`src/rtl/msg_arbiter_2to1_pkg.sv`:
```
// Shared channel widths, arbiter state encoding and helpers for the 2:1 message arbiter.
package msg_arbiter_2to1_pkg;

    localparam int NS_ADDRESS_SIZE = 8;
    localparam int NS_DATA_SIZE    = 16;
    localparam int NS_REDUN_SIZE   = 4;

    typedef enum logic [2:0] {
        NS_IDLE    = 3'd0,
        NS_IN_ACK  = 3'd1,
        NS_OUT_ARM = 3'd2,
        NS_OUT_REQ = 3'd3,
        NS_OUT_REL = 3'd4
    } arb_state_e;

    function automatic logic [3:0] sat_inc4(input logic [3:0] v);
        return (v == 4'hF) ? v : v + 4'd1;
    endfunction

endpackage

```
`src/rtl/calc_redun.sv`:
```
// Redundancy generator: bit i of the {src,dst,dat} word is XOR-folded into redundancy bit (i mod RSZ).
module calc_redun
    import msg_arbiter_2to1_pkg::*;
#(
    parameter int ASZ = NS_ADDRESS_SIZE,
    parameter int DSZ = NS_DATA_SIZE,
    parameter int RSZ = NS_REDUN_SIZE
) (
    input  logic [ASZ-1:0] src_i,
    input  logic [ASZ-1:0] dst_i,
    input  logic [DSZ-1:0] dat_i,
    output logic [RSZ-1:0] red_o
);

    localparam int unsigned MW = 2 * ASZ + DSZ;

    logic [MW-1:0] msg;

    assign msg = {src_i, dst_i, dat_i};

    always_comb begin
        red_o = '0;
        for (int unsigned i = 0; i < MW; i++) begin
            red_o[i % RSZ] = red_o[i % RSZ] ^ msg[i];
        end
    end

endmodule

```
`src/rtl/msg_arbiter_2to1.sv`:
```
// Round-robin 2:1 store-and-forward message arbiter with four-phase handshakes on
// both sides and redundancy check that drops corrupted messages.
module msg_arbiter_2to1
    import msg_arbiter_2to1_pkg::*;
#(
    parameter int ASZ = NS_ADDRESS_SIZE,
    parameter int DSZ = NS_DATA_SIZE,
    parameter int RSZ = NS_REDUN_SIZE
) (
    input  logic           clk,
    input  logic           reset,
    input  logic [ASZ-1:0] i0_src,
    input  logic [ASZ-1:0] i0_dst,
    input  logic [DSZ-1:0] i0_dat,
    input  logic [RSZ-1:0] i0_red,
    input  logic           i0_req,
    output logic           i0_ack_out,
    input  logic [ASZ-1:0] i1_src,
    input  logic [ASZ-1:0] i1_dst,
    input  logic [DSZ-1:0] i1_dat,
    input  logic [RSZ-1:0] i1_red,
    input  logic           i1_req,
    output logic           i1_ack_out,
    output logic [ASZ-1:0] o0_src,
    output logic [ASZ-1:0] o0_dst,
    output logic [DSZ-1:0] o0_dat,
    output logic [RSZ-1:0] o0_red,
    output logic           o0_req_out,
    input  logic           o0_ack,
    output logic           grant,
    output logic [3:0]     err_cnt,
    output logic           err
);

    arb_state_e     state_q, state_d;
    logic           grant_q, grant_d;
    logic           last_q, last_d;
    logic [ASZ-1:0] src_q, src_d;
    logic [ASZ-1:0] dst_q, dst_d;
    logic [DSZ-1:0] dat_q, dat_d;
    logic [RSZ-1:0] red_q, red_d;
    logic           ack0_q, ack0_d;
    logic           ack1_q, ack1_d;
    logic           oreq_q, oreq_d;
    logic [3:0]     err_cnt_q, err_cnt_d;
    logic           err_q, err_d;

    logic           req0_new, req1_new, pick, gnt_req;
    logic [RSZ-1:0] red_calc;

    calc_redun #(
        .ASZ (ASZ),
        .DSZ (DSZ),
        .RSZ (RSZ)
    ) u_calc_redun (
        .src_i (src_q),
        .dst_i (dst_q),
        .dat_i (dat_q),
        .red_o (red_calc)
    );

    always_ff @(posedge clk or negedge reset) begin
        if (!reset) begin
            state_q   <= NS_IDLE;
            grant_q   <= 1'b0;
            last_q    <= 1'b1;
            src_q     <= '0;
            dst_q     <= '0;
            dat_q     <= '0;
            red_q     <= '0;
            ack0_q    <= 1'b0;
            ack1_q    <= 1'b0;
            oreq_q    <= 1'b0;
            err_cnt_q <= '0;
            err_q     <= 1'b0;
        end else begin
            state_q   <= state_d;
            grant_q   <= grant_d;
            last_q    <= last_d;
            src_q     <= src_d;
            dst_q     <= dst_d;
            dat_q     <= dat_d;
            red_q     <= red_d;
            ack0_q    <= ack0_d;
            ack1_q    <= ack1_d;
            oreq_q    <= oreq_d;
            err_cnt_q <= err_cnt_d;
            err_q     <= err_d;
        end
    end

    always_comb begin
        state_d   = state_q;
        grant_d   = grant_q;
        last_d    = last_q;
        src_d     = src_q;
        dst_d     = dst_q;
        dat_d     = dat_q;
        red_d     = red_q;
        ack0_d    = ack0_q;
        ack1_d    = ack1_q;
        oreq_d    = oreq_q;
        err_cnt_d = err_cnt_q;
        err_d     = err_q;

        req0_new = i0_req & ~ack0_q;
        req1_new = i1_req & ~ack1_q;
        // On a tie serve the side not served last; otherwise the only requester.
        pick     = (req0_new & req1_new) ? ~last_q : req1_new;
        gnt_req  = grant_q ? i1_req : i0_req;

        unique case (state_q)
            NS_IDLE: begin
                if (req0_new | req1_new) begin
                    grant_d = pick;
                    src_d   = pick ? i1_src : i0_src;
                    dst_d   = pick ? i1_dst : i0_dst;
                    dat_d   = pick ? i1_dat : i0_dat;
                    red_d   = pick ? i1_red : i0_red;
                    ack0_d  = ~pick;
                    ack1_d  = pick;
                    state_d = NS_IN_ACK;
                end
            end
            NS_IN_ACK: begin
                if (!gnt_req) begin
                    ack0_d = 1'b0;
                    ack1_d = 1'b0;
                    if (red_calc != red_q) begin
                        err_cnt_d = sat_inc4(err_cnt_q);
                        err_d     = 1'b1;
                        last_d    = grant_q;
                        state_d   = NS_IDLE;
                    end else if (!o0_ack) begin
                        // Downstream already idle: pass straight through OUT_ARM so
                        // o0_req_out follows the input release by one cycle.
                        oreq_d  = 1'b1;
                        state_d = NS_OUT_REQ;
                    end else begin
                        state_d = NS_OUT_ARM;
                    end
                end
            end
            NS_OUT_ARM: begin
                if (!o0_ack) begin
                    oreq_d  = 1'b1;
                    state_d = NS_OUT_REQ;
                end
            end
            NS_OUT_REQ: begin
                if (o0_ack) begin
                    oreq_d  = 1'b0;
                    state_d = NS_OUT_REL;
                end
            end
            NS_OUT_REL: begin
                if (!o0_ack) begin
                    last_d  = grant_q;
                    state_d = NS_IDLE;
                end
            end
            default: state_d = NS_IDLE;
        endcase
    end

    assign i0_ack_out = ack0_q;
    assign i1_ack_out = ack1_q;
    assign o0_req_out = oreq_q;
    assign o0_src     = src_q;
    assign o0_dst     = dst_q;
    assign o0_dat     = dat_q;
    assign o0_red     = red_q;
    assign grant      = grant_q;
    assign err_cnt    = err_cnt_q;
    assign err        = err_q;

endmodule

```
`config.mk`:
```
export PLATFORM = sky130hd
export DESIGN_NAME = msg_arbiter_2to1
export DESIGN_NICKNAME = d
export VERILOG_FILES = /design/src/rtl/msg_arbiter_2to1_pkg.sv /design/src/rtl/calc_redun.sv /design/src/rtl/msg_arbiter_2to1.sv
export SDC_FILE = /design/constraint.sdc
export NUM_CORES = 1
export LEC_CHECK = 0
export ABC_AREA = 1
export BUFFER_PORTS_ARGS = -buffer_cell sky130_fd_sc_hd__buf_4
export CAP_MARGIN = 20
export CORE_UTILIZATION = 45
export DETAILED_ROUTE_END_ITERATION = 12
export MAX_ROUTING_LAYER = met4
export PLACE_DENSITY = 0.78
export SYNTH_ARGS = -nofsm -noshare
export SYNTH_HDL_FRONTEND = slang
export SYNTH_SLANG_ARGS = --single-unit
```
`constraint.sdc`:
```
create_clock -name clk -period 1.61 [get_ports clk]
set_input_delay 0.161 -clock clk [delete_from_list [all_inputs] [get_ports clk]]
set_output_delay 0.161 -clock clk [all_outputs]
set_load 0.005 [all_outputs]
```
# [Word-level counts from Yosys, hierarchy flattened]
# Index checks and enable logic that the tools add are counted.
[op_classes] add_sub_neg=1 n_eq_ne=13 mux=28 n_bitwise=38 reduce_logical=11
[op_table] op="1-bit bitwise XOR" n=28
[op_table] op="16-bit two-way mux" n=1
[op_table] op="8-bit two-way mux" n=2
[op_table] op="3-bit two-way mux" n=5
[op_table] op="3-bit case mux with 5 select lines" n=1
[op_table] op="2-bit inequality test, second input constant" n=7
[op_table] op="1-bit two-way mux" n=13
[op_table] op="4-bit AND reduction" n=3
[op_table] op="3-bit by 2-bit == test with 1-bit output, second input constant" n=2
[op_table] op="1-bit NOT" n=6
[op_table] op="1-bit case mux with 2 select lines" n=3
[op_table] op="3-bit AND reduction" n=2
[op_table] op="5-bit AND reduction" n=1
[op_table] op="4-bit by 1-bit adder with 4-bit output, second input constant" n=1
[op_table] op="4-bit == test, second input constant" n=1
[op_table] op="4-bit two-way mux" n=1
[op_table] op="4-bit inequality test" n=1
[op_table] op="2-bit nonzero test" n=2
[op_table] op="1-bit AND" n=3
[op_table] op="3-bit by 1-bit == test with 1-bit output, second input constant" n=1
[op_table] op="3-bit == test, second input constant" n=1
[op_table] op="3-bit zero test" n=1
[op_table] op="1-bit case mux with 3 select lines" n=1
[op_table] op="3-bit nonzero test" n=1
[op_table] op="3 further kinds" n=3
[word_totals] ff_bits=49 out_inout_bits=45

# [Logic depth before layout (Yosys ltp)]
[depth] ltp_word=11 mapped_depth=17 mapped_depth_nobuf=17

# [Cells and area by module]
# From an unflattened synthesis, not the netlist that was laid out.
[unflattened] hier_cells=428 hier_area_um2=3005.4
[by_module_without_submodules] module="msg_arbiter_2to1" instances=1 cells_per_inst=316 area_per_inst_um2=2479.9
[by_module_without_submodules] module="calc_redun" instances=1 cells_per_inst=112 area_per_inst_um2=525.5

# [Worst setup path after synthesis]
# OpenSTA, ideal clock, no wires.
[synth_path] path_type="register to register" startpoint="reg last_q" endpoint="reg dat_q[14], in the netlist o0_dat[14]" setup_time_ns=0.090 t_arrival_ns=1.387 required_ns=1.520 path_slack_ns=0.133 stages_incl_launch_ff=6 n_path_buf=1 synth_period_minus_slack_ns=1.477 cell_sequence="dfstp_2 nand3_1 nand2_1 clkbuf_1 nand3_1 o221ai_1"
[synth_between] elab_chain_len=3
[synth_rtl] element="from (decl)" line_no="msg_arbiter_2to1.sv:37" source="logic last_q, last_d;"
[synth_rtl] element="from (signal assigned)" line_no="msg_arbiter_2to1.sv:79" source="last_q <= last_d;"
[synth_rtl] element="1-bit NOT" line_no="msg_arbiter_2to1.sv:109" source="pick = (req0_new & req1_new) ? ~last_q : req1_new;"
[synth_rtl] element="1-bit two-way mux" line_no="msg_arbiter_2to1.sv:109"
[synth_rtl] element="16-bit two-way mux" line_no="msg_arbiter_2to1.sv:118" source="dat_d = pick ? i1_dat : i0_dat;"
[synth_rtl] element="to (signal assigned)" line_no="msg_arbiter_2to1.sv:82" source="dat_q <= dat_d;"
[synth_rtl] element="to (decl)" line_no="msg_arbiter_2to1.sv:40" source="logic [DSZ-1:0] dat_q, dat_d;"
# No other way between the ends.
# A chain may end at the register's enable or synchronous reset.

# [Final worst setup path]
[layout_path] startpoint="reg dat_q[13], in the netlist o0_dat[13]" endpoint="reg err_cnt_q[3], in the netlist err_cnt[3]"
[layout_between] elab_chain_len=7
[layout_rtl] element="1-bit bitwise XOR (5 in a row)" line_no="calc_redun.sv:24" source="red_o[i % RSZ] = red_o[i % RSZ] ^ msg[i];"
[layout_rtl] element="4-bit inequality test" line_no="msg_arbiter_2to1.sv:129" source="if (red_calc != red_q) begin"
[layout_rtl] element="4-bit AND reduction (no source line)"
[layout_rtl] element="to (signal assigned)" line_no="msg_arbiter_2to1.sv:87" source="err_cnt_q <= err_cnt_d;"
[layout_rtl] element="to (decl)" line_no="msg_arbiter_2to1.sv:45" source="logic [3:0] err_cnt_q, err_cnt_d;"
# No other way between the ends.

==> impl_metrics.env <==
export IMPL_synth_area_per_cell_sq_um=7.67
export IMPL_p_int_mw=5.08
export IMPL_viasPerCell=5.30
export IMPL_ys_warn_count=0
export IMPL_p_comb_frac=0.631
export IMPL_fin_crit_ns=1.64
export IMPL_wl_met3_microns=557
export IMPL_drcViolationCount=0
export IMPL_fin_skew_ns=0.00572
export IMPL_nNetsFinal=608
export IMPL_cp_max_fo=6
export IMPL_final_common_cell="buf_4"
export IMPL_diodes=0
export IMPL_wl_met2_microns=4390
export IMPL_holdWs_ns=0.0921
export IMPL_wl_met1_microns=3630
export IMPL_die_x_microns=82.9
export IMPL_ant_nets=0
export IMPL_crit_path_start="o0_dat[13]"
export IMPL_syn_inst=384
export IMPL_switching_share=0.451
export IMPL_synth_area_leaders="dfrtp_1 41%, nand3_1 14%, nand2_1 12%, nand4_1 5.7%, inv_1 4.2%"
export IMPL_synth_fp_nets=462
export IMPL_critical_path_top_delay_family="simple AND/OR/NAND/NOR gates"
export IMPL_antenna_found_initial=0
export IMPL_slowest_stage="dfrtp_1"
export IMPL_area_delta_synth_final_pct=48.8
export IMPL_r2r_start="o0_dat[13]"
export IMPL_cts_tree="built"
export IMPL_endpoint_kind="register"
export IMPL_critPathArrivalTime_ns=1.84
export IMPL_hpwl_microns=6350
export IMPL_yosysTopAreaCellShare=0.408
export IMPL_start_util=0.464
export IMPL_cap_violations=0
export IMPL_pwr_share_clk=0.099
export IMPL_status="finished with violations"
export IMPL_die_area_sq_um=6870
export IMPL_ys_seq_elements=49
export IMPL_port_buffers=121
export IMPL_rows=29
export IMPL_gp_congestion=0.805
export IMPL_top_layer_used="met4"
export IMPL_cts_max_level=2
export IMPL_syn_cell_area_sq_um=2940
export IMPL_die_h_microns=82.9
export IMPL_critical_path_max_stage_delay_ns=0.42
export IMPL_place_ws_ns=-0.0153
export IMPL_path_buf_inv=1
export IMPL_max_freq_mhz=609
export IMPL_wl_per_cell_microns=14.4
export IMPL_final_hold_violation_count=0
export IMPL_min_from="i0_dst[0]"
export IMPL_vias=3220
export IMPL_fin_ws_ns=-0.0310
export IMPL_clk_latency_ns=0.30
export IMPL_power_switching_mw=4.18
export IMPL_mostFrequentLayoutCells="155 x buf_4, 83 x nand2_1, 75 x nand3_1"
export IMPL_overflow=0
export IMPL_drtIter0Drc=174
export IMPL_worstSetupPathType="register to register"
export IMPL_fin_cells=608
export IMPL_clkTransAtPathRegs_ns=0.09
export IMPL_track_usage=0.256
export IMPL_drv_slew=0
export IMPL_power_leakage_nw=2.31
export IMPL_synth_cell_types=29
export IMPL_clock_sinks=49
export IMPL_ys_seq_area_frac=0.417
export IMPL_path_cells="nand2_1 -> nand2_2 -> nand2_2 -> nand2_2 -> nand2_2 -> nand2_1 -> nand2_1 -> nand2_1 -> nand2_1 -> inv_2 -> a21boi_4 -> nand2_2 -> nand2_1 -> nand2_1"
export IMPL_drive_above_1_share=0.420
export IMPL_start_kind="register"
export IMPL_clockBufferDepth=2
export IMPL_seqPwrFrac=0.270
export IMPL_place_inst=581
export IMPL_finalSetupTns_ns=-0.107
export IMPL_grt_pass1_wl_microns=13900
export IMPL_min_period_over_period=1.02
export IMPL_min_path_type="input pin to register"
export IMPL_setup_viol=4
export IMPL_cts_buffers=5
export IMPL_ir_drop_uv=1080
export IMPL_crit_top_cell="nand2_1"
export IMPL_core_area_sq_um=6350
export IMPL_worst_slew_pin_slew_ns=0.629
export IMPL_rsz0062_at_grt="true"
export IMPL_power_density_nw_per_um2=2110
export IMPL_violations="setup timing"
export IMPL_routed_wl_microns=8740
export IMPL_firstDrtPassIters=4
export IMPL_cp_required_ns=1.81
export IMPL_grt_max_degree=50
export IMPL_relSlewSlack=0.581
export IMPL_pin_count=122
export IMPL_yosysTopAreaCell="dfrtp_1"
export IMPL_grt_pass1_vias=3052
export IMPL_cts_root_buf="clkbuf_8"
export IMPL_power_mw=9.26
cell families (layout without fill, tap and decap cells):
group / count (synthesis) / count (layout) / synth area share
AOI/OAI and AO/OA: 21 / 21 / 0.0569
buffers and inverters: 62 / 209 / 0.0841
xor gates and xnor gates: 22 / 22 / 0.0655
DFF: 49 / 49 / 0.417
adders and majority gates: 1 / 1 / 0.00425
and+or+nand+nor: 229 / 229 / 0.372
tightest hold or removal path: cells and delay by family:
kind | cells | cell delay, ns
AND/OR/NAND/NOR | 1 | 0.06
buffers and inverters | 1 | 0.08
AO/OA/AOI/OAI | 1 | 0.06
worst paths after layout:
check / cells after the start / slack (ns) / to
max: 14 / -0.03 / err_cnt[3]
min reg2reg: 2 / 0.47 / last_q
max reg2reg: 14 / -0.03 / err_cnt[3]
min in group asynchronous: 2 / 0.42 / o0_dat[12]
min: 3 / 0.09 / o0_dst[0]
max in group asynchronous: 2 / 0.72 / state_q[1]
what timing repair did:
action	in CTS	in global routing
resized for setup	6	28
buffers inserted	3	15
hold endpoints to repair	48	0
hold buffers	1	0
endpoints found under the setup margin	5	36
pin swaps	3	17
gates cloned	0	0
cell usage after synthesis:
cell type  instances
a21boi_4           1
buf_2              9
buf_4              1
clkbuf_1           8
dfrtp_1           48
dfstp_2            1
ha_1               1
inv_1             33
inv_2             11
nand2_1           97
nand2_2           10
nand3_1           80
nand3_2            1
nand3b_1           1
nand4_1           27
nor2_1             5
nor2_2             3
nor2_4             1
nor3_1             1
nor3_4             1
o21a_1             1
o21ai_0            5
o21ai_1            1
o221ai_1          12
o22ai_1            1
or2_0              1
or2_1              1
xnor2_1           13
xor2_1             9
power by group through the flow:
| stage | Combinational [mW] | Clock (mW) | Sequential [mW] |
|---|---|---|---|
| final | 5.84 | 0.914 | 2.50 |
| after global routing | 6.45 | 0.973 | 2.58 |
| after CTS | 5.26 | 0.925 | 2.47 |
| after detailed placement | 5.11 | 0 | 2.48 |
| after global placement | 4.99 | 0 | 2.44 |
| after floorplan | 3.29 | 0 | 2.41 |
cell type report:
cell class / count / area, sq um
inverter: 44 / 168
fill: 511 / 1970
tap: 77 / 96.3
sequential: 49 / 1230
timing repair buffer: 157 / 1190
clock inverter: 1 / 30.0
clock buffer: 7 / 86.3
multi-input combinational: 273 / 1570
state kept, by name, summed over array words and instances (netlist names):
register / cells
i1_ack_out: 1
err_cnt: 4
grant: 1
o0_dat: 16
i0_ack_out: 1
state_q: 3
o0_src: 8
o0_req_out: 1
err: 1
last_q: 1
o0_dst: 8
o0_red: 4
per-stage QoR:
| stage | utilization | area (sq um) |
|---|---|---|
| CTS | 0.659 | 4180 |
| finish | 0.690 | 4380 |
| floorplan | - | 2940 |
| detailed placement | 0.632 | 4010 |
| global placement | 0.632 | 4010 |
| global route | 0.690 | 4380 |
metal layers:
layer  vias up  track usage
li1       1576            -
met2       146        0.434
met5         -            -
met1      1485        0.315
met3        13       0.0338
met4         0       0.0846
(Power assumes the default switching activity.)
